--- src/rtl/font_pkg.sv ---
// Shared types and constants for the glyph streamer and its ROM.
package font_pkg;
  localparam int GLYPH_W = 8;
  localparam int GLYPH_H = 8;

  typedef enum logic [1:0] {IDLE, FETCH, LOAD, STREAM} state_t;

  localparam logic [6:0] CODE_BLANK = 7'h00;
  localparam logic [6:0] CODE_G     = 7'h47;
endpackage

--- src/rtl/glyph_rom.sv ---
// 8x8 glyph bitmap ROM, one row per address, registered output (1-cycle latency).
// Bit 7 of each row is the leftmost pixel; unpopulated codes read as zero.
module glyph_rom
  import font_pkg::*;
#(
  parameter int CODE_W = 7
) (
  input  logic              clk,
  input  logic [CODE_W+2:0] addr,
  output logic [7:0]        row_bits
);
  logic [CODE_W-1:0] code;
  logic [2:0]        row;

  assign code = addr[CODE_W+2:3];
  assign row  = addr[2:0];

  // registered table lookup; anything not listed is blank
  always_ff @(posedge clk) begin
    row_bits <= 8'h00;
    if (code == CODE_W'(CODE_G)) begin
      case (row)
        3'd0:    row_bits <= 8'h3C;
        3'd1:    row_bits <= 8'h60;
        3'd2:    row_bits <= 8'hC0;
        3'd3:    row_bits <= 8'hCE;
        3'd4:    row_bits <= 8'hC6;
        3'd5:    row_bits <= 8'h66;
        3'd6:    row_bits <= 8'h3E;
        default: row_bits <= 8'h00;
      endcase
    end
  end
endmodule

--- src/rtl/font_glyph_streamer.sv ---
// Streams an 8x8 glyph scaled by SCALE in both axes, raster order, over valid/ready.
// Each bitmap row is fetched once and replayed SCALE times; only row changes bubble.
module font_glyph_streamer
  import font_pkg::*;
#(
  parameter int SCALE  = 5,
  parameter int CODE_W = 7
) (
  input  logic              clk,
  input  logic              rst_n,
  input  logic              req_valid,
  output logic              req_ready,
  input  logic [CODE_W-1:0] req_code,
  input  logic              req_invert,
  output logic              pix_valid,
  input  logic              pix_ready,
  output logic              pix_on,
  output logic              pix_eol,
  output logic              pix_last
);
  localparam int             SW      = (SCALE > 1) ? $clog2(SCALE) : 1;
  localparam logic [SW-1:0]  SUB_MAX = SW'(SCALE - 1);
  localparam logic [2:0]     COL_MAX = 3'(GLYPH_W - 1);
  localparam logic [2:0]     ROW_MAX = 3'(GLYPH_H - 1);

  state_t            state, state_nx;
  logic [CODE_W-1:0] code;
  logic              invert;
  logic [7:0]        row_buf;
  logic [7:0]        row_bits;
  logic [SW-1:0]     sub_x, sub_y;
  logic [2:0]        col, row;
  logic              fire, line_end, row_done;

  glyph_rom #(.CODE_W(CODE_W)) u_rom (
    .clk      (clk),
    .addr     ({code, row}),
    .row_bits (row_bits)
  );

  assign req_ready = (state == IDLE);
  assign pix_valid = (state == STREAM);
  assign fire      = pix_valid & pix_ready;
  assign line_end  = (col == COL_MAX) && (sub_x == SUB_MAX);
  assign row_done  = line_end && (sub_y == SUB_MAX);
  assign pix_eol   = pix_valid & line_end;
  assign pix_last  = pix_eol & (row == ROW_MAX) & (sub_y == SUB_MAX);
  assign pix_on    = pix_valid & (row_buf[3'd7 - col] ^ invert);

  // state register
  always_ff @(posedge clk) begin
    if (!rst_n) state <= IDLE;
    else        state <= state_nx;
  end

  // next state: a row needs a refetch only after its last replayed line
  always_comb begin
    state_nx = state;
    case (state)
      IDLE:    if (req_valid) state_nx = FETCH;
      FETCH:   state_nx = LOAD;
      LOAD:    state_nx = STREAM;
      STREAM:  if (fire && row_done) state_nx = (row == ROW_MAX) ? IDLE : FETCH;
      default: state_nx = IDLE;
    endcase
  end

  // request latch, row buffer and raster counters
  always_ff @(posedge clk) begin
    if (!rst_n) begin
      code    <= '0;
      invert  <= 1'b0;
      row_buf <= 8'h00;
      sub_x   <= '0;
      sub_y   <= '0;
      col     <= 3'd0;
      row     <= 3'd0;
    end else begin
      case (state)
        IDLE: if (req_valid) begin
          code   <= req_code;
          invert <= req_invert;
          sub_x  <= '0;
          sub_y  <= '0;
          col    <= 3'd0;
          row    <= 3'd0;
        end
        LOAD: row_buf <= row_bits;
        STREAM: if (fire) begin
          if (sub_x == SUB_MAX) begin
            sub_x <= '0;
            if (col == COL_MAX) begin
              col <= 3'd0;
              if (sub_y == SUB_MAX) begin
                sub_y <= '0;
                if (row != ROW_MAX) row <= row + 3'd1;
              end else begin
                sub_y <= sub_y + 1'b1;
              end
            end else begin
              col <= col + 3'd1;
            end
          end else begin
            sub_x <= sub_x + 1'b1;
          end
        end
        default: ;
      endcase
    end
  end
endmodule

--- config.mk ---
export PLATFORM = sky130hd
export DESIGN_NAME = font_glyph_streamer
export DESIGN_NICKNAME = d
export VERILOG_FILES = /design/src/rtl/font_pkg.sv /design/src/rtl/glyph_rom.sv /design/src/rtl/font_glyph_streamer.sv
export SDC_FILE = /design/constraint.sdc
export NUM_CORES = 1
export LEC_CHECK = 0
export CORE_AREA = 4 4 73 75
export CTS_CLUSTER_SIZE = 10
export DETAILED_ROUTE_END_ITERATION = 12
export DIE_AREA = 0 0 77 79
export PLACE_DENSITY_LB_ADDON = 0.1
export SLEW_MARGIN = 20
export SYNTH_ARGS = -nofsm -noshare
export SYNTH_HDL_FRONTEND = slang
export SYNTH_HIERARCHICAL = 1
export SYNTH_SLANG_ARGS = --single-unit
--- constraint.sdc ---
create_clock -name clk -period 5.4 [get_ports clk]
set_input_delay 1.62 -clock clk [delete_from_list [all_inputs] [get_ports clk]]
set_output_delay 1.62 -clock clk [all_outputs]
set_load 0.05 [all_outputs]
Word-level counts from Yosys, hierarchy flattened
Index checks and enable logic that the tools add are counted.
Storage, ports and cells
  bits in registers: 38
  bits of input ports: 12
  output and inout bits: 5
  word-level logic and storage cells: 81
Cells by class
  $add $sub $neg: 5
  order comparisons: 1
  equality and inequality tests: 22
  muxes and demuxes: 26
  bitwise gates (word level): 6
  reductions and logical operators: 12
Operator list (count)
  8-bit case mux with 7 select lines: 1
  3-bit 2-to-1 mux: 15
  3-bit case mux with 2 select lines: 4
  3-bit equality test (second input constant): 7
  3-bit by 1-bit adder with 3-bit output (second input constant): 4
  2-bit by 1-bit inequality test with 1-bit output (second input constant): 6
  2-bit case mux with 4 select lines: 1
  7-bit equality test (second input constant): 1
  7-bit AND reduction: 1
  3-bit by 2-bit equality test with 1-bit output (second input constant): 2
  1-bit AND: 5
  5-bit AND reduction: 1
  2-bit equality test (second input constant): 2
  3-bit by 4-bit less-than comparator with 1-bit output (second input constant): 1
  2-bit 2-to-1 mux: 2
  2-bit AND reduction: 2
  4-bit AND reduction: 1
  1-bit binary-select mux with 3-bit select: 1
  3-bit by 1-bit equality test with 1-bit output (second input constant): 1
  1-bit logical AND: 3
  3-bit logical NOT: 1
  3-bit inequality test (second input constant): 1
  3-bit AND reduction: 1
  3-bit subtractor (first input constant): 1
  6 further kinds: 7

Depth between registers and ports, before layout
Gate-level depths: netlist (run 1).
  depth after elaboration: 7
  mapped depth: 6
  depth with buffers taken out: 6

By module
Netlist (run 1), hierarchy kept.
Modules (own cells, without submodules)
  font_glyph_streamer: instances 1, cells each 164, area each 1508.9 um^2, sequential area each 600.6 um^2
  glyph_rom: instances 1, cells each 33, area each 334.1 um^2, sequential area each 140.1 um^2

Worst setup path before layout (run 1)
OpenSTA, ideal clock, no wires.
  path type: register to output
  start point: register state[1]
  end point: output port pix_last
  arrival: 1865 ps
  data required time: 3780 ps
  path slack: 1915 ps
  cell stages (with the launch flop): 4
  buffers on the path: 0
  path through: dfxtp_1 > ha_1 > nand3_1 > nor2_1
Between the ends
  word-level cells in the longest chain between the ends: 4
Ends and longest elaborated chain
  from (decl): RTL line font_glyph_streamer.sv:26  | state_t state, state_nx;
  from (signal assigned): RTL line font_glyph_streamer.sv:53  | else state <= state_nx;
  2-bit equality test: RTL line font_glyph_streamer.sv:42  | assign pix_valid = (state == STREAM);
  net pix_valid: RTL line font_glyph_streamer.sv:15  | output logic pix_valid,
  1-bit AND: RTL line font_glyph_streamer.sv:46  | assign pix_eol = pix_valid & line_end;
  1-bit AND (2 in series): RTL line font_glyph_streamer.sv:47  | assign pix_last = pix_eol & (row == ROW_MAX) & (sub_y == SUB_MAX);
  to (decl): RTL line font_glyph_streamer.sv:19  | output logic pix_last
The timed path passes the listed nets, and every way through them passes these cells.

Worst setup path after layout (run 1)
  start point: register col[0]
  end point: output port pix_on
Between the ends
  word-level cells in the longest chain between the ends: 5
Ends and longest elaborated chain
  from (decl): RTL line font_glyph_streamer.sv:32  | logic [2:0] col, row;
  from (signal assigned): RTL line font_glyph_streamer.sv:101  | col <= col + 3'd1;
  3-bit subtractor: RTL line font_glyph_streamer.sv:48  | assign pix_on = pix_valid & (row_buf[3'd7 - col] ^ invert);
  1-bit binary-select mux with 3-bit select: RTL line font_glyph_streamer.sv:48
  1-bit 2-to-1 mux (implied by the code): RTL line font_glyph_streamer.sv:48
  1-bit bitwise XOR: RTL line font_glyph_streamer.sv:48
  1-bit AND: RTL line font_glyph_streamer.sv:48
  to (decl): RTL line font_glyph_streamer.sv:17  | output logic pix_on,
Every way passes these cells. The select of a mux whose other input is x is not followed.

==> results of run 1 <==
[final timing paths]
| path | start | end | slack (ps) |
|---|---|---|---|
| min | code[5] | code[5] | 460 |
| max reg2reg | state[1] | row[1] | 3310 |
| min reg2reg | code[5] | code[5] | 460 |
| max | col[0] | pix_on | 1280 |
[tightest hold or removal path, cell delays in order, from the launching register on]
cell	delay, ps
dfxtp_1	310
nand2_1	50
a21boi_0	60
[per-stage QoR]
step	total power [mW]	instance area, um2	hold WS [ps]	utilization [%]
5_1_grt	0.7652	2121	494.0	45.50
6_report	0.7203	2121	463.0	45.50
4_1_cts	0.7292	2121	468.9	45.50
2_1_floorplan	0.4693	1843	438.9	-
3_5_place_dp	0.5241	2024	458.2	43.44
3_3_place_gp	0.5174	2024	451.4	43.44
[synthesized netlist by cell type (3+ instances only)]
library cell   n  area share (%)
nor2b_1       10             3.4
a21boi_0      14             5.7
clkbuf_1       6             1.2
nand3_1       13             3.5
ha_1          11             7.5
dfxtp_1       37              40
xnor2_1        5             2.4
nor2_1        11             2.2
o21ai_0        4             1.1
nand2_1       25             5.1
mux2i_1       11             6.0
inv_1          9             1.8
a21oi_1        3            0.81
[routing by layer]
metal / part of all wire, % / wire (um)
met1: 48 / 1680
met2: 47 / 1644
met3: 5.2 / 184
met4: 0.43 / 15
met5: 0 / 0
[flip-flops by register name, indices dropped and copies added (netlist names)]
| signal | count |
|---|---|
| row_buf | 8 |
| col | 3 |
| row | 3 |
| sub_y | 3 |
| sub_x | 3 |
| invert | 1 |
| u_rom/row_bits | 7 |
| state | 2 |
| code | 7 |
[cells in the final DEF, fill, tap and decap left out, drive strengths merged, types with 2 or more instances in the layout]
cell type,synthesis,final
dfxtp,37,37
nand2,25,25
clkdlybuf4s50,0,16
a21boi,14,14
nand3,13,13
nor2,11,11
mux2i,11,11
ha,11,11
nor2b,10,10
inv,9,9
clkbuf,7,6
xnor2,5,5
o21ai,4,4
a21oi,4,4
a21o,3,3
mux4,2,2
and2,2,2
nor4,2,2
nand2b,2,2
o211ai,2,2
xor2,2,2
nand4b,2,2
clkinv,0,2
[kinds of logic (layout without fill, tap and decap cells)]
kind of cell | after synthesis | in the layout
other | 1 | 1
xor gates and xnor gates | 7 | 7
buffers and inverters | 19 | 34
AOI/OAI and AO/OA | 34 | 34
muxes | 14 | 14
adders and majority gates | 11 | 11
DFF | 37 | 37
and+or+nand+nor | 74 | 74
[final cells by class]
type / count / area share (%)
sequential: 37 / 34.93
clock buffer: 6 / 3.894
tap: 54 / 3.186
inverter: 9 / 1.593
multi-input combinational: 141 / 47.85
timing repair buffer: 17 / 7.906
clock inverter: 2 / 0.6490
[power by group]
| part | internal [mW] | switching [mW] |
|---|---|---|
| clock | 0.103 | 0.101 |
| combinational | 0.0789 | 0.126 |
| sequential | 0.294 | 0.0171 |
==> run summary, run 1 <==
For this run, global-route usage on met2 was measured as 20.64%. Global routing used 4.422% of the available met3 tracks. Dividing the detail-routed via count by the number of cells gives 5.102. Most used routing layer in global routing: met2. In this run the worst path has a maximum fanout of 5. By area, the combinational part of the netlist is dominated by simple AND/OR/NAND/NOR gates. Yosys printed 6 warnings. IR analysis of the VDD net gives a maximum drop of 0.2369 mV. After synthesis, the share of flip-flops with an asynchronous set or reset is 0%. The flip-flop and latch area came out at 740.7 um2. For the post-synth design cell area, the log shows 1843 um2. The synthesized-area fraction occupied by ao, oa, aoi and oai cells came out at 13.51%.

The tools report the number of hold violations in the final report as 0. STA classifies the critical path endpoint as an output port. The setup slack after placement is 1564 ps, and the number of nets produced by synthesis is 220. Core region area: 4661 um2. The share of layout cells above drive strength 1 was 9.906%. The filler cell count in the final layout is 461, and the minimum clock period after layout is 4121 ps. For this run, the top clock speed supported by timing is 242.7 MHz. At the end of the flow, the number of nets in the layout was 234. The first TritonRoute pass finished after 4 iterations. Entering global routing, the biggest net connects 33 pins.

For the worst flop-to-flop path, the logic depth is 5. The detailed router placed 1357 vias in this run. Gates resized during post-CTS repair numbered 0. The signal on the critical path passes through mux4_2 > mux2i_1 > xnor2_1 > and2_1 > clkdlybuf4s50_1.

The floorplan step defined a die boundary enclosing 6083 um2. The DRC marker count from the first detailed-route iteration is 43, and the final antenna diode count is 0. The number of global-route vias before repair was 1340; the worst-case setup margin in the final layout was 1279 ps. In this run the static leakage power is 0.8019 nW. Summed over all layers, the global routing overflow is 0. The insertion delay to the later sink of the worst-skew pair was 290 ps; the number of antenna violations at the first check in global routing was 0. The H-tree generated during clock tree synthesis spans 2 levels. Among cell families on the critical path, the largest total delay comes from buffers and inverters.

Summing the sequential cell areas from Yosys gives 40.19% of the chip area. Distinct cell type count of the synthesized netlist: 43. By startpoint and endpoint, the worst setup path is classified as reg2out.

Clock-pin slew was measured on the worst setup and hold paths at 80 ps. The final-report setup violation count is 0. At the worst endpoint, the required time is 3780 ps. Of the total synthesized cell area, the portion taken by XOR and XNOR cells is 3.327%. STA puts the critical path data arrival time at 2500 ps. After detailed routing, the average wire length per cell comes to 13.26 um.

In the final layout, the multi-input gates occupy 1015 um2. The min-delay analysis places its worst path in the category reg2reg. The final layout contains routed wiring with a total length of 3.526 mm. Category of the worst setup path launch point: a register. Buffers placed on the I/O ports in this run total 16. On the final layout, the worst clock skew is 7.462 ps.

The run gives 0 as the final antenna-violating net count. Summed over all nets, the half-perimeter wirelength after detailed placement is 2.625 mm. The synthesized design contains 0 enable-type register cells.

The largest incremental delay on the critical path was 790 ps. The run finished with clean final reports. The tools report the global-route wire length before repair as 6.051 mm.

The transition time at the pin with the least slew margin works out to 586.3 ps. The I/O pin total was 17; the residual DRC count was 0. Once layout is complete, the cells apart from fillers number 266. Number of post-CTS setup repair buffers: 0. TritonCTS created 5 clock buffers. Counting along the longest clock path gives a buffer depth of 2. Measured along the y axis, the die boundary spans 79 um. Synthesis inferred 37 register bits.

The number of max-slew violations in the final report was 0. Of the post-synthesis cell area, the part taken by muxes is 9.029%. The adder-cell area share of the yosys netlist works out to 7.468%. The floorplan has 25 rows. Of the available clock period, the critical path in the final layout requires 76.31%.

The congestion estimate from routability-driven global placement came to 0.7657. Global routing used 12.62% of the available tracks. Setup repair after global routing left no endpoint under its margin. TritonCTS built the clock tree.

The die span in x came out at 77 um. Among all flip-flop cells after synthesis, the most frequent one is dfxtp_1. For the final routed database, the setup TNS stands at 0 ps. The power per cell area was 339.6 nW/um2.

The CTS sink count is 37, and the post-synthesis share of cell area spent on and, or, nand and nor gates is 21.52%. The largest individual stage delay along the critical path comes from the cell clkdlybuf4s50_1. The master cell of the clock root buffer is clkbuf_8.

The worst hold path passes through 2 cells. Dividing the synthesized area by the synthesized cell count gives 9.355 um2. The total of max-cap violations came out at 0. Once the floorplan was initialized, standard cells occupied 39.54% of the core. The critical path crosses 5 cells after its start point. Counting every instance in the synthesized netlist gives 197. Global routing used 15.49% of the available met1 tracks. The total buffers and inverters traversed by the critical path was 1; the synthesis-to-finish area growth was 15.07%.

Worst-case headroom to the max-slew limit: 60.55%. The number of hold buffers added after CTS was 0. The number of placed instances, taps included was 258.
No activity file was read; power rests on OpenSTA's default activity.
==> run 2: changes to the inputs <==
Clock period 5.4 ns to 3.4 ns, I/O delays scaled along.
==> run summary, run 2 (synthesis results as in run 1) <==
CTS built an H-tree with a depth of 2. The final-report setup violation count was 0. The total number of vias is 1366, and the total half-perimeter wirelength after legalization and detailed placement is 2.570 mm. The number of setup buffers added after CTS is 0. The logs give 0.7727 for the global placement routability congestion and 0 for the number of buffers inserted by hold repair at cts. After clock tree synthesis, the clock-pin slew on the worst setup and hold paths is 70 ps. The first global-routing pass estimated 6.279 mm of wire.

The count of input and output buffers came out at 16. Summing all non-filler instances in the final layout gives an area of 2166 um2. The detail route stage leaves a number of antenna-violating nets equal to 0. The worst path uses 86.33% of the clock period. TritonCTS built the clock tree.

The total negative slack is 0 ps, and the largest clock skew in the final design is 4.867 ps. The share of layout cells above drive strength 1 is 12.15%, and the number of antenna violations at the first check in global routing is 0. The largest fanout of any net on the critical path was 5. The logs give 5 for the number of buffers added by the clock tree synthesis step and 0.8351 nW for the static leakage power. The tightest min-delay check is of the reg2reg type. Derived from the worst setup path, the maximum achievable clock frequency is 340.7 MHz. Leaving out fill and tap cells, the most frequent cell in the layout is dfxtp_1. The die covers 6083 um2. Power comes to 1.273 mW. The CTS sink count is 37. Setup repair after global routing left no endpoint under its margin.

The root buffer cell chosen for the clock tree is clkbuf_8. The average detailed-routed wire length per instance came out at 13.03 um. At the worst endpoint, the arrival time is 1920 ps. Number of global-route vias before repair: 1345. The run finished with clean final reports. In the final layout, the registers with the most flip-flops are row_buf: 8 flops, code: 7 flops, u_rom/row_bits: 7 flops. The residual DRC count was 0. At the worst endpoint, the required time is 2380 ps. Placed instance area: 2032 um2. The total detailed-routing wirelength is 3.491 mm, and the transition time at the pin with the least slew margin is 545.3 ps.

The core region is 4661 um2. The run gives 2 as the maximum clock path buffer count. The number of hold violations in the final report came out at 0.

STA classifies the critical path startpoint as a register. The synthesis-to-finish area growth was 17.52%; the worst-case headroom to the max-slew limit was 63.65%. In the layout the commonest cells are dfxtp_1 (37), nand2_1 (25), a21boi_0 (14), nand3_1 (13), clkdlybuf4s50_1 (13).

Gates resized during post-CTS repair numbered 0. STA classifies the critical path endpoint as an output port. Global routing used 13.03% of the available tracks across all layers. For this design the top-level I/O count stands at 17.

The run gives 39.54% as the initial cell density of the core. The power per cell area works out to 588.0 nW/um2. The number of max-slew violations in the final report came out at 0. Entering global routing, the biggest net connects 32 pins.

Subtracting the final worst setup slack from the clock period gives 2935 ps. The row count came out at 25. In this run, the number of DRC markers left after iteration 0 of detailed routing was 52.

VDD sags by at most 0.4343 mV. After the last flow step, the layout net total stands at 236. The die is 79 um tall. The total of max-cap violations is 0, and the flip-flop count of the largest register, all copies and words added is 8. For this run the aggregate overflow at the end of global routing stands at 0.

The largest register by flop count was row_buf. After detailed routing, the number of vias per cell comes to 5.097. The first TritonRoute pass finished after 4 iterations. For the insertion delay to the later sink of the worst-skew pair, the log shows 290 ps.

The critical path is of the reg2out type. Measured along the x axis, the die boundary spans 77 um. The number of antenna diodes in the final layout is 0.
-- run 2: cell count changes in the layout (fill, tap and decap cells not counted) --
cell / delta
buf_4: +5
bufinv_16: +2
clkbuf_8: -1
clkdlybuf4s50_1: -3
clkinv_4: -1
-- run 2: through the flow --
step / instances / hold slack, ps / utilization [%] / worst slack (ps)
floorplan: 197 / 438.9 / - / 515.4
global placement: 260 / 452.1 / 43.60 / 616.6
detailed placement: 260 / 457.3 / 43.60 / 552.7
CTS: 268 / 467.9 / 46.47 / 428.2
global route: 268 / 510.9 / 46.47 / 372.9
finish: 268 / 464.0 / 46.47 / 464.8
-- run 2: path summary, 6_finish.rpt --
path,startpoint,endpoint,slack (ps),cells after the start
worst max register to register,state[0],sub_y[1],1500,7
worst min register to register,code[5],code[5],460,2
worst max-delay path,col[0],pix_on,460,5
worst min-delay path,code[5],code[5],460,2
-- run 2: power breakdown --
part / switching, mW / internal [mW]
Clock: 0.157 / 0.291
Sequential: 0.0263 / 0.467
Combinational: 0.198 / 0.133
-- run 2: metal layers --
| layer | track usage (%) | up-vias | share of wire, % |
|---|---|---|---|
| met3 | 4.195 | 7 | 3.8 |
| met5 | 0 | - | 0 |
| met1 | 16.82 | 626 | 49 |
| met4 | 5.516 | 0 | 1.5 |
| li1 | - | 711 | - |
| met2 | 20.03 | 22 | 45 |
-- run 2: final cells by class --
| type | count | area [um2] |
|---|---|---|
| sequential | 37 | 740.7 |
| multi-input combinational | 141 | 1015 |
| inverter | 9 | 33.78 |
| timing repair buffer | 19 | 175.2 |
| clock inverter | 3 | 65.06 |
| clock buffer | 5 | 68.82 |
| tap | 54 | 67.56 |
| fill | 455 | 2495 |
-- run 2: worst max-delay path, stage by stage (launching register included) --
cell and delay (ps):
dfxtp_1 460, mux4_2 540, mux2i_1 180, xnor2_1 130, and2_1 130, buf_4 190
==> run 3: changes to the inputs <==
Settings changed: DONT_BUFFER_PORTS from default to 1, MAX_ROUTING_LAYER from default to met4.
==> run summary, run 3 (synthesis results as in run 1) <==
The run gives 1015 um2 as the multi-input logic area. Leaving out filler cells and counting taps, the final layout contains 253. The clock input transition at the sequential cells of the worst setup and hold paths was 80 ps; the overall track demand over capacity in global routing was 13.28%. For the number of global-route vias before repair, the log shows 1324. The total negative slack came out at 0 ps.

On the critical path the largest part of the delay comes from multiplexers. The path class of the tightest hold or removal check is reg2reg. Of all nets on the critical path, the largest fanout is 5. The switching power share of the total was 33.31%. The filler cell count in the final layout is 460, and the number of antenna violations at the first check in global routing is 0. Largest incremental delay on the critical path: 520 ps. For this design the ratio of total power to cell area is 560.4 nW/um2. The analysis attributes to cell leakage a power of 0.7574 nW. Across all layers, the routed design uses 1326 vias. The detail route stage leaves a number of antenna-violating nets equal to 0.

In this run, the combinational gates consume 26.6% of the power. The internal portion of the total power is 741.2 uW. The die covers 6083 um2. The setup path with the least slack is of type reg2out.

The signal on the critical path passes through mux4_2 > mux2i_1 > xnor2_1 > and2_1. In this run the count of I/O pins placed on the die edge is 17. Setup repair after global routing left no endpoint under its margin. The largest registers in the layout are row_buf: 8 flops, code: 7 flops, u_rom/row_bits: 7 flops. The number of hold violations in the final report was 0. Data on the critical path arrives at its endpoint at 2020 ps. The floorplan step set the die width to 77 um.

The transition time at the pin with the least slew margin works out to 630.4 ps. The residual DRC count was 0. The run gives 2 as the maximum clock path buffer count. The number of hold buffers added after CTS was 0. The flip-flop and latch area was 740.7 um2.

For this configuration, the core starts out at a cell density of 39.54%. TritonCTS built the clock tree. The number of buffers added by the clock tree synthesis step was 5. The tools report the final-report setup violation count as 0. The minimum clock period after layout was 3040 ps; the net switching power figure was 370.2 uW. The CTS sink count came out at 37. The clock network is responsible for 28.9% of the overall power. Leaving out fill and tap cells, the most frequent cell in the layout is dfxtp_1.

Across the run, the number of max-cap violations was 0. The number of post-CTS setup repair buffers is 0, and the maximum number of pins on one net before global-route repair is 33. For this run, the top clock speed supported by timing is 329.0 MHz. The number of placed instances, taps included was 245. The slowest stage of the critical path is the mux4_2 cell.

Largest clock skew in the final design: 6.903 ps. The share of layout cells above drive strength 1 was 12.06%. The core region area is 4661 um2, and the synthesis-to-finish area growth is 7.603%. Counting flops per register, the top entry is row_buf. The tree is rooted in a clkbuf_8. The total overflow left after global routing is 0. The final layout contains routed wiring with a total length of 3.464 mm.

The floorplan has 25 rows. The via density per instance was 5.241. The flip-flop count of the largest register, all copies and words added was 8.

The global-route wire length before repair came out at 6.044 mm. The run finished with clean final reports. The critical path contains buffers and inverters numbering 0 combined.

The register share of total power came out at 44.4%. In this run the vertical extent of the chip is 79 um. The tools report the maximum vdd drop as 0.3988 mV. The power consumption was 1.111 mW.

The average detailed-routed wire length per instance works out to 13.69 um. The count of cells resized by post-cts repair came out at 0. For the worst-skew pair, the clock arrives at the later sink with an insertion delay of 290 ps.

The tools report the category of the worst setup path launch point as a register. The H-tree generated during clock tree synthesis spans 2 levels. For this block, the initial DRC count from the detailed router was 72. The tools report the number of max-slew violations in the final report as 0. The final critical path takes up 89.40% of the cycle. The run gives 57.59% as the worst-case headroom to the max-slew limit. Input and output buffers added on the ports amount to 0. The number of nets at the end of the flow is 221. For the final antenna diode count, the log shows 0. The worst setup path is captured at an output port. The first-pass iteration count of the detailed router was 4; the total half-perimeter wirelength after legalization and detailed placement was 2.603 mm. The data required time of the critical path came out at 2380 ps. At the end of routability-driven placement, the weighted congestion stood at 0.7787.

In the layout the commonest cells are dfxtp_1 (37), nand2_1 (25), a21boi_0 (14), nand3_1 (13).
run 3: cell count changes in the layout (fill, tap and decap cells not counted):
| cell | before | now |
|---|---|---|
| clkbuf_8 | 5 | 6 |
| bufinv_16 | 2 | 0 |
| clkinv_4 | 0 | 1 |
| clkdlybuf4s50_1 | 13 | 0 |
| buf_4 | 6 | 4 |
run 3: path summary, 6_finish.rpt:
check | from | end | slack (ps) | depth (start not counted)
worst max-delay path | col[0] | pix_on | 360 | 4
worst min-delay path | code[2] | code[2] | 470 | 2
worst max register to register | state[1] | sub_y[1] | 1240 | 6
worst min register to register | code[2] | code[2] | 470 | 2
run 3: final cells by class:
class,instances,area share [%]
clock buffers,6,4.164
clock inverters,2,0.6940
inverters,9,1.703
multi-input cells,141,51.17
flip-flops and latches,37,37.35
well taps,54,3.407
repair buffers,4,1.514
run 3: tightest hold or removal path, stage by stage (launching register included):
cell      delay, ps
dfxtp_1         310
nand2_1          50
a21boi_0         60
run 3: power by group through the flow:
stage / Sequential (mW) / Combinational [mW] / Clock [mW]
2_1_floorplan: 0.497 / 0.248 / 0
3_3_place_gp: 0.503 / 0.291 / 0
3_5_place_dp: 0.504 / 0.299 / 0
4_1_cts: 0.494 / 0.299 / 0.332
5_1_grt: 0.500 / 0.332 / 0.356
6_report: 0.494 / 0.296 / 0.321
run 3: per-stage QoR:
| step | setup slack, ps | hold slack [ps] | util, % | instance area, um2 |
|---|---|---|---|---|
| 6_report | 360.4 | 469.7 | 42.55 | 1983 |
| 5_1_grt | 246.2 | 500.8 | 42.55 | 1983 |
| 4_1_cts | 339.1 | 472.9 | 42.55 | 1983 |
| 3_5_place_dp | 668.1 | 463.4 | 40.48 | 1887 |
| 3_3_place_gp | 714.6 | 447.7 | 40.48 | 1887 |
| 2_1_floorplan | 515.4 | 438.9 | - | 1843 |
run 3: metal layers:
| layer | track usage [%] | routed length (um) | vias up |
|---|---|---|---|
| met5 | - | 0 | - |
| met4 | 6.406 | 89 | 0 |
| met3 | 4.649 | 145 | 11 |
| met2 | 20.47 | 1534 | 20 |
| met1 | 15.53 | 1694 | 617 |
| li1 | - | - | 678 |
